**src/rtl/subtrator_serial_pkg.sv**
```systemverilog
// Shared definitions for the bit-serial subtractor: FSM state encoding
// and the counter-width helper.
package subtrator_serial_pkg;

  typedef enum logic [1:0] {
    IDLE = 2'd0,
    CALC = 2'd1,
    DONE = 2'd2
  } state_t;

  // Bits needed to count 0 .. v-1 (ceil(log2(v))).
  function automatic int cnt_width(input int v);
    int r;
    r = 0;
    while ((1 << r) < v) r++;
    return r;
  endfunction

endpackage

```
**src/rtl/subtrator_serial_if.sv**
```systemverilog
// Request/result bundle of the serial subtractor. The master issues start
// with operands; the slave returns the difference, flags and status.
interface subtrator_serial_if #(
  parameter int WIDTH = 8
);
  logic             start;
  logic [WIDTH-1:0] A;
  logic [WIDTH-1:0] B;
  logic             Bin;
  logic [WIDTH-1:0] D;
  logic             Bout;
  logic             Ovf;
  logic             busy;
  logic             done;

  modport master (
    output start, A, B, Bin,
    input  D, Bout, Ovf, busy, done
  );

  modport slave (
    input  start, A, B, Bin,
    output D, Bout, Ovf, busy, done
  );
endinterface

```
**src/rtl/subtrator_1bit.sv**
```systemverilog
// One-bit full subtractor cell: d = a ^ b ^ bi, borrow out when
// a < b + bi. Gate-level so it maps directly onto the cell library.
module subtrator_1bit (
  input  logic a,
  input  logic b,
  input  logic bi,
  output logic d,
  output logic bo
);
  logic axb;
  logic na;
  logic nxor;
  logic g_brw;
  logic p_brw;

  xor x_ab   (axb, a, b);
  xor x_d    (d, axb, bi);
  not n_a    (na, a);
  and a_g    (g_brw, na, b);
  not n_x    (nxor, axb);
  and a_p    (p_brw, nxor, bi);
  or  o_bo   (bo, g_brw, p_brw);
endmodule

```
**src/rtl/subtrator_serial.sv**
```systemverilog
// Bit-serial LSB-first subtractor D = A - B - Bin. A single full-subtractor
// cell is reused over WIDTH cycles; the operation is framed by start/busy/done.
module subtrator_serial
  import subtrator_serial_pkg::*;
#(
  parameter int WIDTH = 8
) (
  input  logic               clk,
  input  logic               rst_n,
  subtrator_serial_if.slave  bus
);

  localparam int CW = cnt_width(WIDTH);

  state_t           state;
  logic [WIDTH-1:0] sa;
  logic [WIDTH-1:0] sb;
  logic [WIDTH-1:0] res;
  logic             br;
  logic [CW-1:0]    cnt;

  logic a_bit;
  logic b_bit;
  logic diff;
  logic br_nxt;

  assign a_bit = sa[0];
  assign b_bit = sb[0];

  subtrator_1bit u_cell (
    .a  (a_bit),
    .b  (b_bit),
    .bi (br),
    .d  (diff),
    .bo (br_nxt)
  );

  // Control FSM and serial datapath; results and status are registered here.
  always_ff @(posedge clk or negedge rst_n) begin
    if (!rst_n) begin
      state    <= IDLE;
      sa       <= '0;
      sb       <= '0;
      res      <= '0;
      br       <= 1'b0;
      cnt      <= '0;
      bus.D    <= '0;
      bus.Bout <= 1'b0;
      bus.Ovf  <= 1'b0;
      bus.busy <= 1'b0;
      bus.done <= 1'b0;
    end else begin
      case (state)
        IDLE: begin
          bus.done <= 1'b0;
          if (bus.start) begin
            sa       <= bus.A;
            sb       <= bus.B;
            br       <= bus.Bin;
            cnt      <= '0;
            bus.busy <= 1'b1;
            state    <= CALC;
          end else begin
            bus.busy <= 1'b0;
          end
        end
        CALC: begin
          sa  <= {1'b0, sa[WIDTH-1:1]};
          sb  <= {1'b0, sb[WIDTH-1:1]};
          res <= {diff, res[WIDTH-1:1]};
          br  <= br_nxt;
          cnt <= cnt + CW'(1);
          // Last bit: a_bit/b_bit are the operand MSBs, diff the result MSB.
          if (cnt == CW'(WIDTH - 1)) begin
            bus.D    <= {diff, res[WIDTH-1:1]};
            bus.Bout <= br_nxt;
            bus.Ovf  <= (a_bit != b_bit) && (diff != a_bit);
            bus.done <= 1'b1;
            state    <= DONE;
          end
        end
        DONE: begin
          bus.busy <= 1'b0;
          bus.done <= 1'b0;
          state    <= IDLE;
        end
        default: begin
          bus.busy <= 1'b0;
          bus.done <= 1'b0;
          state    <= IDLE;
        end
      endcase
    end
  end

endmodule

```
**src/flat_wrapper.sv**
```systemverilog
// flat-port wrapper written by rule: the top's interface ports become plain ports
module subtrator_serial_flat import subtrator_serial_pkg::*;
#(
  parameter int WIDTH = 8
)
  (clk, rst_n, bus_start, bus_A, bus_B, bus_Bin, bus_D, bus_Bout, bus_Ovf, bus_busy, bus_done);
  subtrator_serial_if #(.WIDTH(WIDTH)) bus_i ();
  input  logic clk;
  input  logic rst_n;
  input wire logic [$bits(bus_i.start)-1:0] bus_start;
  input wire logic [$bits(bus_i.A)-1:0] bus_A;
  input wire logic [$bits(bus_i.B)-1:0] bus_B;
  input wire logic [$bits(bus_i.Bin)-1:0] bus_Bin;
  output wire logic [$bits(bus_i.D)-1:0] bus_D;
  output wire logic [$bits(bus_i.Bout)-1:0] bus_Bout;
  output wire logic [$bits(bus_i.Ovf)-1:0] bus_Ovf;
  output wire logic [$bits(bus_i.busy)-1:0] bus_busy;
  output wire logic [$bits(bus_i.done)-1:0] bus_done;
  assign bus_i.start = bus_start;
  assign bus_i.A = bus_A;
  assign bus_i.B = bus_B;
  assign bus_i.Bin = bus_Bin;
  assign bus_D = bus_i.D;
  assign bus_Bout = bus_i.Bout;
  assign bus_Ovf = bus_i.Ovf;
  assign bus_busy = bus_i.busy;
  assign bus_done = bus_i.done;
  subtrator_serial #(.WIDTH(WIDTH)) u_core (.clk(clk), .rst_n(rst_n), .bus(bus_i));
endmodule
```
**config.mk**
```make
export PLATFORM = sky130hd
export DESIGN_NAME = subtrator_serial_flat
export DESIGN_NICKNAME = d
export VERILOG_FILES = /design/src/rtl/subtrator_serial_pkg.sv /design/src/rtl/subtrator_serial_if.sv /design/src/rtl/subtrator_1bit.sv /design/src/rtl/subtrator_serial.sv /design/src/flat_wrapper.sv
export SDC_FILE = /design/constraint.sdc
export NUM_CORES = 1
export LEC_CHECK = 0
export CORE_MARGIN = 2
export CORE_UTILIZATION = 53
export CTS_BUF_LIST = sky130_fd_sc_hd__clkbuf_8
export DETAILED_ROUTE_END_ITERATION = 7
export PLACE_DENSITY = 0.82
export SETUP_SLACK_MARGIN = 0.02
export SLEW_MARGIN = 20
export SYNTH_ARGS = -nofsm -noshare
export SYNTH_HDL_FRONTEND = slang
export SYNTH_SLANG_ARGS = --single-unit
```
**constraint.sdc**
```tcl
create_clock -name clk -period 1.95 [get_ports clk]
set_clock_uncertainty 0.05 [all_clocks]
set_input_delay 0.39 -clock clk [delete_from_list [all_inputs] [get_ports clk]]
set_output_delay 0.39 -clock clk [all_outputs]
set_load 0.05 [all_outputs]
```
==> results of run 1 <==
==> routing by layer <==
layer	wire (um)	track usage, %
met5	0	0
met4	68	11.2
met3	150	5.67
met2	1700	32.7
met1	1390	25.0
==> timing repair <==
item,in CTS,in global routing
endpoints found under the setup margin,0,3
gates resized for setup,0,3
hold endpoints to repair,0,0
==> logic make-up (layout without fill, tap and decap cells) <==
logic type,count (synthesis),after routing,synth area share (%)
compound gates,46,46,17.9
xor+xnor,1,1,0.502
fa+ha+maj,4,4,3.30
buf+inv,17,49,5.59
flops,41,41,58.7
mux,14,14,9.03
simple gates,15,15,4.94
==> cells in the mapped netlist <==
cell       count  area share, %
dfrtp_1       41             59
o22ai_1       19            6.8
a2bb2oi_1      9            4.5
mux2_2         9            5.8
a21oi_1        7            2.0
inv_1          7            1.5
buf_2          6            1.7
mux2_1         5            3.2
nand2_1        5            1.1
nor2_1         5            1.1
o21ai_0        4            1.1
buf_6          3            1.9
ha_1           3            2.1
nand2b_1       3            1.1
a22o_1         2            1.0
o31ai_1        2           0.86
buf_4          1           0.43
fa_1           1            1.1
nand3b_4       1            1.1
o21bai_1       1           0.43
o221a_2        1           0.64
o32ai_1        1           0.50
or4b_1         1           0.57
xor2_1         1           0.50
==> flip-flops by register name, indices dropped and copies added, names as in the netlist, 2 cells and up <==
register and flops:
u_core.bus.D 8, u_core.cnt 3, u_core.res 7, u_core.sa 8, u_core.sb 8, u_core.state 2
==> worst min-delay path by stage <==
stage | end | slack (ns) | depth (start not counted)
finish | u_core.res[1] | 0.02 | 1
global route | u_core.res[4] | 0.04 | 1
CTS | u_core.res[1] | 0.02 | 1
detailed placement | u_core.res[1] | 0.33 | 1
global placement | u_core.bus.D[0] | 0.33 | 1
floorplan | u_core.br | 0.04 | 0
==> through the flow <==
step                      cells  util, %  power, mW  hold WS, ns  area (um^2)
after floorplan             138        -       2.84       0.0444         1750
after global placement      207     66.6       3.22        0.326         2070
after detailed placement    207     66.6       3.32        0.332         2070
after CTS                   214     69.4       3.86       0.0204         2150
after global routing        214     69.6       4.07       0.0403         2160
final                       214     69.6       3.82       0.0159         2160
==> power groups by stage <==
stage | logic [mW] | clock network [mW] | registers [mW]
after detailed placement | 1.76 | 0 | 1.56
final | 1.74 | 0.536 | 1.54
after global routing | 1.88 | 0.598 | 1.60
after CTS | 1.76 | 0.553 | 1.54
after global placement | 1.69 | 0 | 1.53
after floorplan | 0.958 | 0 | 1.88
==> layout make-up <==
cell class	instances	area (um^2)
tap	44	55.1
clock buffer	6	82.6
clock inverter	1	3.75
timing repair buffer	35	343
inverter	7	26.3
multi-input combinational	80	623
sequential	41	1030
fill	250	943
==> impl_metrics.env, run 1 <==
export IMPL_num_rows=20
export IMPL_timing_final_hold_violations=0
export IMPL_drv_cap=0
export IMPL_fp_dieW_um=61.4
export IMPL_power_density_mw_per_mm2=1770
export IMPL_crit_required_ns=1.51
export IMPL_max_stage_delay_ns=0.80
export IMPL_p_clk_share_pct=14.0
export IMPL_regToRegStartpoint="u_core.cnt[0]"
export IMPL_finalWirelength_um=3310
export IMPL_grt_max_degree=22
export IMPL_worstRegToRegCells=4
export IMPL_synthDistinctLibCells=24
export IMPL_fmax_mhz=536
export IMPL_clock_path_buffers=2
export IMPL_cts_sinks=41
export IMPL_crit_start="u_core.bus.D[3]"
export IMPL_grt_pass1_vias=1192
export IMPL_place_congestion=0.707
export IMPL_clk_pin_slew_ns=0.07
export IMPL_p_seq_share_pct=40.4
export IMPL_tns_ns=0
export IMPL_crit_path_max_fanout=2
export IMPL_cp_top_family="buffers and inverters"
export IMPL_internal_power_mw=2.32
export IMPL_ys_seq_area_share_pct=58.7
export IMPL_die_area_mm2=0.00377
export IMPL_drv_slew=0
export IMPL_cts_setup_buffers=0
export IMPL_vias_per_cell=5.71
export IMPL_fin_crit_sh_pct=95.6
export IMPL_switchingPower_mw=1.50
export IMPL_reg2reg_slack_ns=0.39
export IMPL_rsz0062_at_grt="no"
export IMPL_syn_area_mm2=0.00175
export IMPL_port_buffers=31
export IMPL_dr_first_iter_drc_count=67
export IMPL_worstSetupEndpointType="output pin"
export IMPL_syn_area_per_cell_um2=12.7
export IMPL_insertion_delay_ns=0.29
export IMPL_crit_end="bus_D[3]"
export IMPL_ys_warn_count=0
export IMPL_worstMarginPinSlew_ns=0.509
export IMPL_comb_power_share_pct=45.6
export IMPL_arrival_ns=1.42
export IMPL_timing_final_ws_setup_ns=0.0856
export IMPL_cts_max_level=2
export IMPL_layout_commonest_cell="dfrtp_1"
export IMPL_hold_buffers=0
export IMPL_core_area_mm2=0.00310
export IMPL_synth_seq_cells=41
export IMPL_p_sw_share_pct=39.2
export IMPL_crit_type="flop to output pin"
export IMPL_drc=0
export IMPL_start_util_pct=56.3
export IMPL_crit_slowest_cell="clkdlybuf4s50_1"
export IMPL_numCtsBuffers=5
export IMPL_die_h_um=61.4
export IMPL_synth_cells=138
export IMPL_cts_tree="done"
export IMPL_wire_per_inst_um=15.4
export IMPL_drive_gt1_share_pct=15.9
export IMPL_grt_first_pass_wirelength_um=5420
export IMPL_slew_headroom_pct=66.1
export IMPL_hpwl_um=2410
export IMPL_vias=1222
export IMPL_ant_nets=0
export IMPL_power_leakage_nw=0.992
export IMPL_min_period_ns=1.86
export IMPL_grtUsageTotal_pct=20.4
export IMPL_reg2reg_to="u_core.bus.D[2]"
export IMPL_ios=32
export IMPL_finalSetupViolations=0
export IMPL_path_buf_inv=1
export IMPL_ir_drop_uv=789
export IMPL_layout_common_cells="dfrtp_1, clkdlybuf4s50_1, o22ai_1, mux2_2, a2bb2oi_1"
export IMPL_pre_cts_ws_ns=0.0711
export IMPL_firstDrtPassIters=4
export IMPL_fin_nets=194
export IMPL_outcome="complete, no violations"
export IMPL_hold_class="input pin to async pin"
export IMPL_num_antenna_cells=0
export IMPL_clk_root_buffer_cell="clkbuf_8"
export IMPL_grt_antenna_before_repair=0
export IMPL_cp_cell_sequence="clkdlybuf4s50_1"
export IMPL_cp_start_kind="flop"
export IMPL_area_growth_syn_to_layout_pct=23.6
export IMPL_syn_nets=162
export IMPL_gr_total_overflow=0
export IMPL_worst_path_stages=1
Power figures use the tool's default switching activity.
==> inputs of run 2 (changes only) <==
- MAX_ROUTING_LAYER: not set -> met4
==> run 2 against run 1 <==
First-iteration DRC count is 3.0% higher. Power hardly changed. Sequential share of layout area stayed put. Sequential cell count stayed put. Global-route usage is 0.61 points higher. Maximum frequency hardly changed. Critical endpoint unchanged.
==> impl_metrics.env, run 2 (same netlist as run 1, synthesis figures left out) <==
export IMPL_outcome="complete, no violations"
export IMPL_clk_pin_slew_ns=0.07
export IMPL_port_buffers=31
export IMPL_placed_area_mm2=0.00207
export IMPL_max_stage_delay_ns=0.80
export IMPL_ir_drop_uv=791
export IMPL_numCtsBuffers=5
export IMPL_dr_first_iter_drc_count=69
export IMPL_grt_max_degree=22
export IMPL_hold_class="input pin to async pin"
export IMPL_rsz0062_at_grt="no"
export IMPL_arrival_ns=1.42
export IMPL_area_growth_syn_to_layout_pct=23.6
export IMPL_slew_headroom_pct=66.0
export IMPL_drc=0
export IMPL_hold_slack_ns=0.0166
export IMPL_fp_dieW_um=61.4
export IMPL_cp_start_kind="flop"
export IMPL_fin_nets=194
export IMPL_power_leakage_nw=0.992
export IMPL_die_h_um=61.4
export IMPL_ant_nets=0
export IMPL_insertion_delay_ns=0.29
export IMPL_grt_first_pass_wirelength_um=5420
export IMPL_grt_pass1_vias=1192
export IMPL_finalWirelength_um=3270
export IMPL_crit_slowest_cell="clkdlybuf4s50_1"
export IMPL_layout_commonest_cell="dfrtp_1"
export IMPL_hold_buffers=0
export IMPL_drive_gt1_share_pct=15.9
export IMPL_grt_antenna_before_repair=0
export IMPL_crit_required_ns=1.51
export IMPL_layout_common_cells="dfrtp_1, clkdlybuf4s50_1, o22ai_1, mux2_2, a2bb2oi_1"
export IMPL_min_period_ns=1.86
export IMPL_path_buf_inv=1
export IMPL_worstMarginPinSlew_ns=0.509
export IMPL_clk_root_buffer_cell="clkbuf_8"
export IMPL_timing_final_hold_violations=0
export IMPL_vias=1220
export IMPL_die_area_mm2=0.00377
export IMPL_cts_sinks=41
export IMPL_top_regs="u_core.bus.D x8, u_core.sa x8, u_core.sb x8"
export IMPL_firstDrtPassIters=4
export IMPL_wire_per_inst_um=15.3
export IMPL_crit_type="flop to output pin"
export IMPL_place_congestion=0.715
export IMPL_power_density_mw_per_mm2=1770
export IMPL_finalInstanceArea_mm2=0.00216
export IMPL_hpwl_um=2410
export IMPL_start_util_pct=56.3
export IMPL_finalSetupViolations=0
export IMPL_crit_path_max_fanout=2
export IMPL_gr_total_overflow=0
export IMPL_ios=32
export IMPL_fin_crit_sh_pct=95.6
export IMPL_drv_slew=0
export IMPL_grtUsageTotal_pct=21.0
export IMPL_num_antenna_cells=0
export IMPL_clock_path_buffers=2
export IMPL_core_area_mm2=0.00310
export IMPL_cp_top_family="buffers and inverters"
export IMPL_num_rows=20
export IMPL_worstSetupEndpointType="output pin"
export IMPL_cts_tree="done"
export IMPL_cts_max_level=2
export IMPL_fmax_mhz=536
export IMPL_cp_cell_sequence="clkdlybuf4s50_1"
export IMPL_tns_ns=0
export IMPL_vias_per_cell=5.70
export IMPL_drv_cap=0
run 2: cell counts in the layout (fill, tap and decap cells not counted):
No cell type changed its count.
run 2: through the flow:
step / power (mW) / util (%) / worst slack [ns] / std cells
CTS: 3.86 / 69.4 / 0.0540 / 214
global route: 4.07 / 69.6 / 0.0256 / 214
finish: 3.82 / 69.6 / 0.0860 / 214
floorplan: 2.84 / - / 0.451 / 138
detailed placement: 3.32 / 66.6 / 0.0711 / 207
global placement: 3.22 / 66.6 / 0.163 / 207
run 2: routing by layer:
| metal | vias to the layer above | global-route usage, % | part of all wire [%] |
|---|---|---|---|
| li1 | 567 | - | - |
| met1 | 602 | 24.9 | 40 |
| met2 | 45 | 32.7 | 51 |
| met3 | 6 | 5.67 | 6.7 |
| met4 | 0 | 11.2 | 2.1 |
| met5 | - | - | 0 |
run 2: path summary, 6_finish.rpt:
path                                 start               to  slack, ns  depth (start not counted)
setup / recovery           u_core.bus.D[3]         bus_D[3]       0.09                          1
hold / removal                       rst_n    u_core.res[1]       0.02                          1
setup reg to reg             u_core.cnt[0]  u_core.bus.D[2]       0.39                          4
hold reg to reg            u_core.bus.D[7]  u_core.bus.D[7]       0.43                          2
max in group asynchronous            rst_n     u_core.sb[4]       1.36                          2
min in group clk           u_core.bus.D[7]  u_core.bus.D[7]       0.43                          2
run 2: timing repair:
item	4_1_cts	5_1_grt
endpoints found under the hold margin	0	0
setup buffers	0	0
gates resized for setup	0	3
endpoints found under the setup margin	0	3
run 2: report_power, final:
| group | total [mW] | leakage, nW | internal [mW] | switching (mW) |
|---|---|---|---|---|
| logic | 1.74 | 0.448 | 0.786 | 0.955 |
| registers | 1.54 | 0.495 | 1.26 | 0.279 |
| clock network | 0.537 | 0.0485 | 0.275 | 0.262 |
| total | 3.82 | 0.992 | 2.32 | 1.50 |
run 2: final cells by class:
type                            instances  area [um^2]
Timing Repair Buffer                   35          343
Multi-Input combinational cell         80          623
Sequential cell                        41         1030
Clock buffer                            6         82.6
Tap cell                               44         55.1
Clock inverter                          1         3.75
Fill cell                             250          943
Inverter                                7         26.3
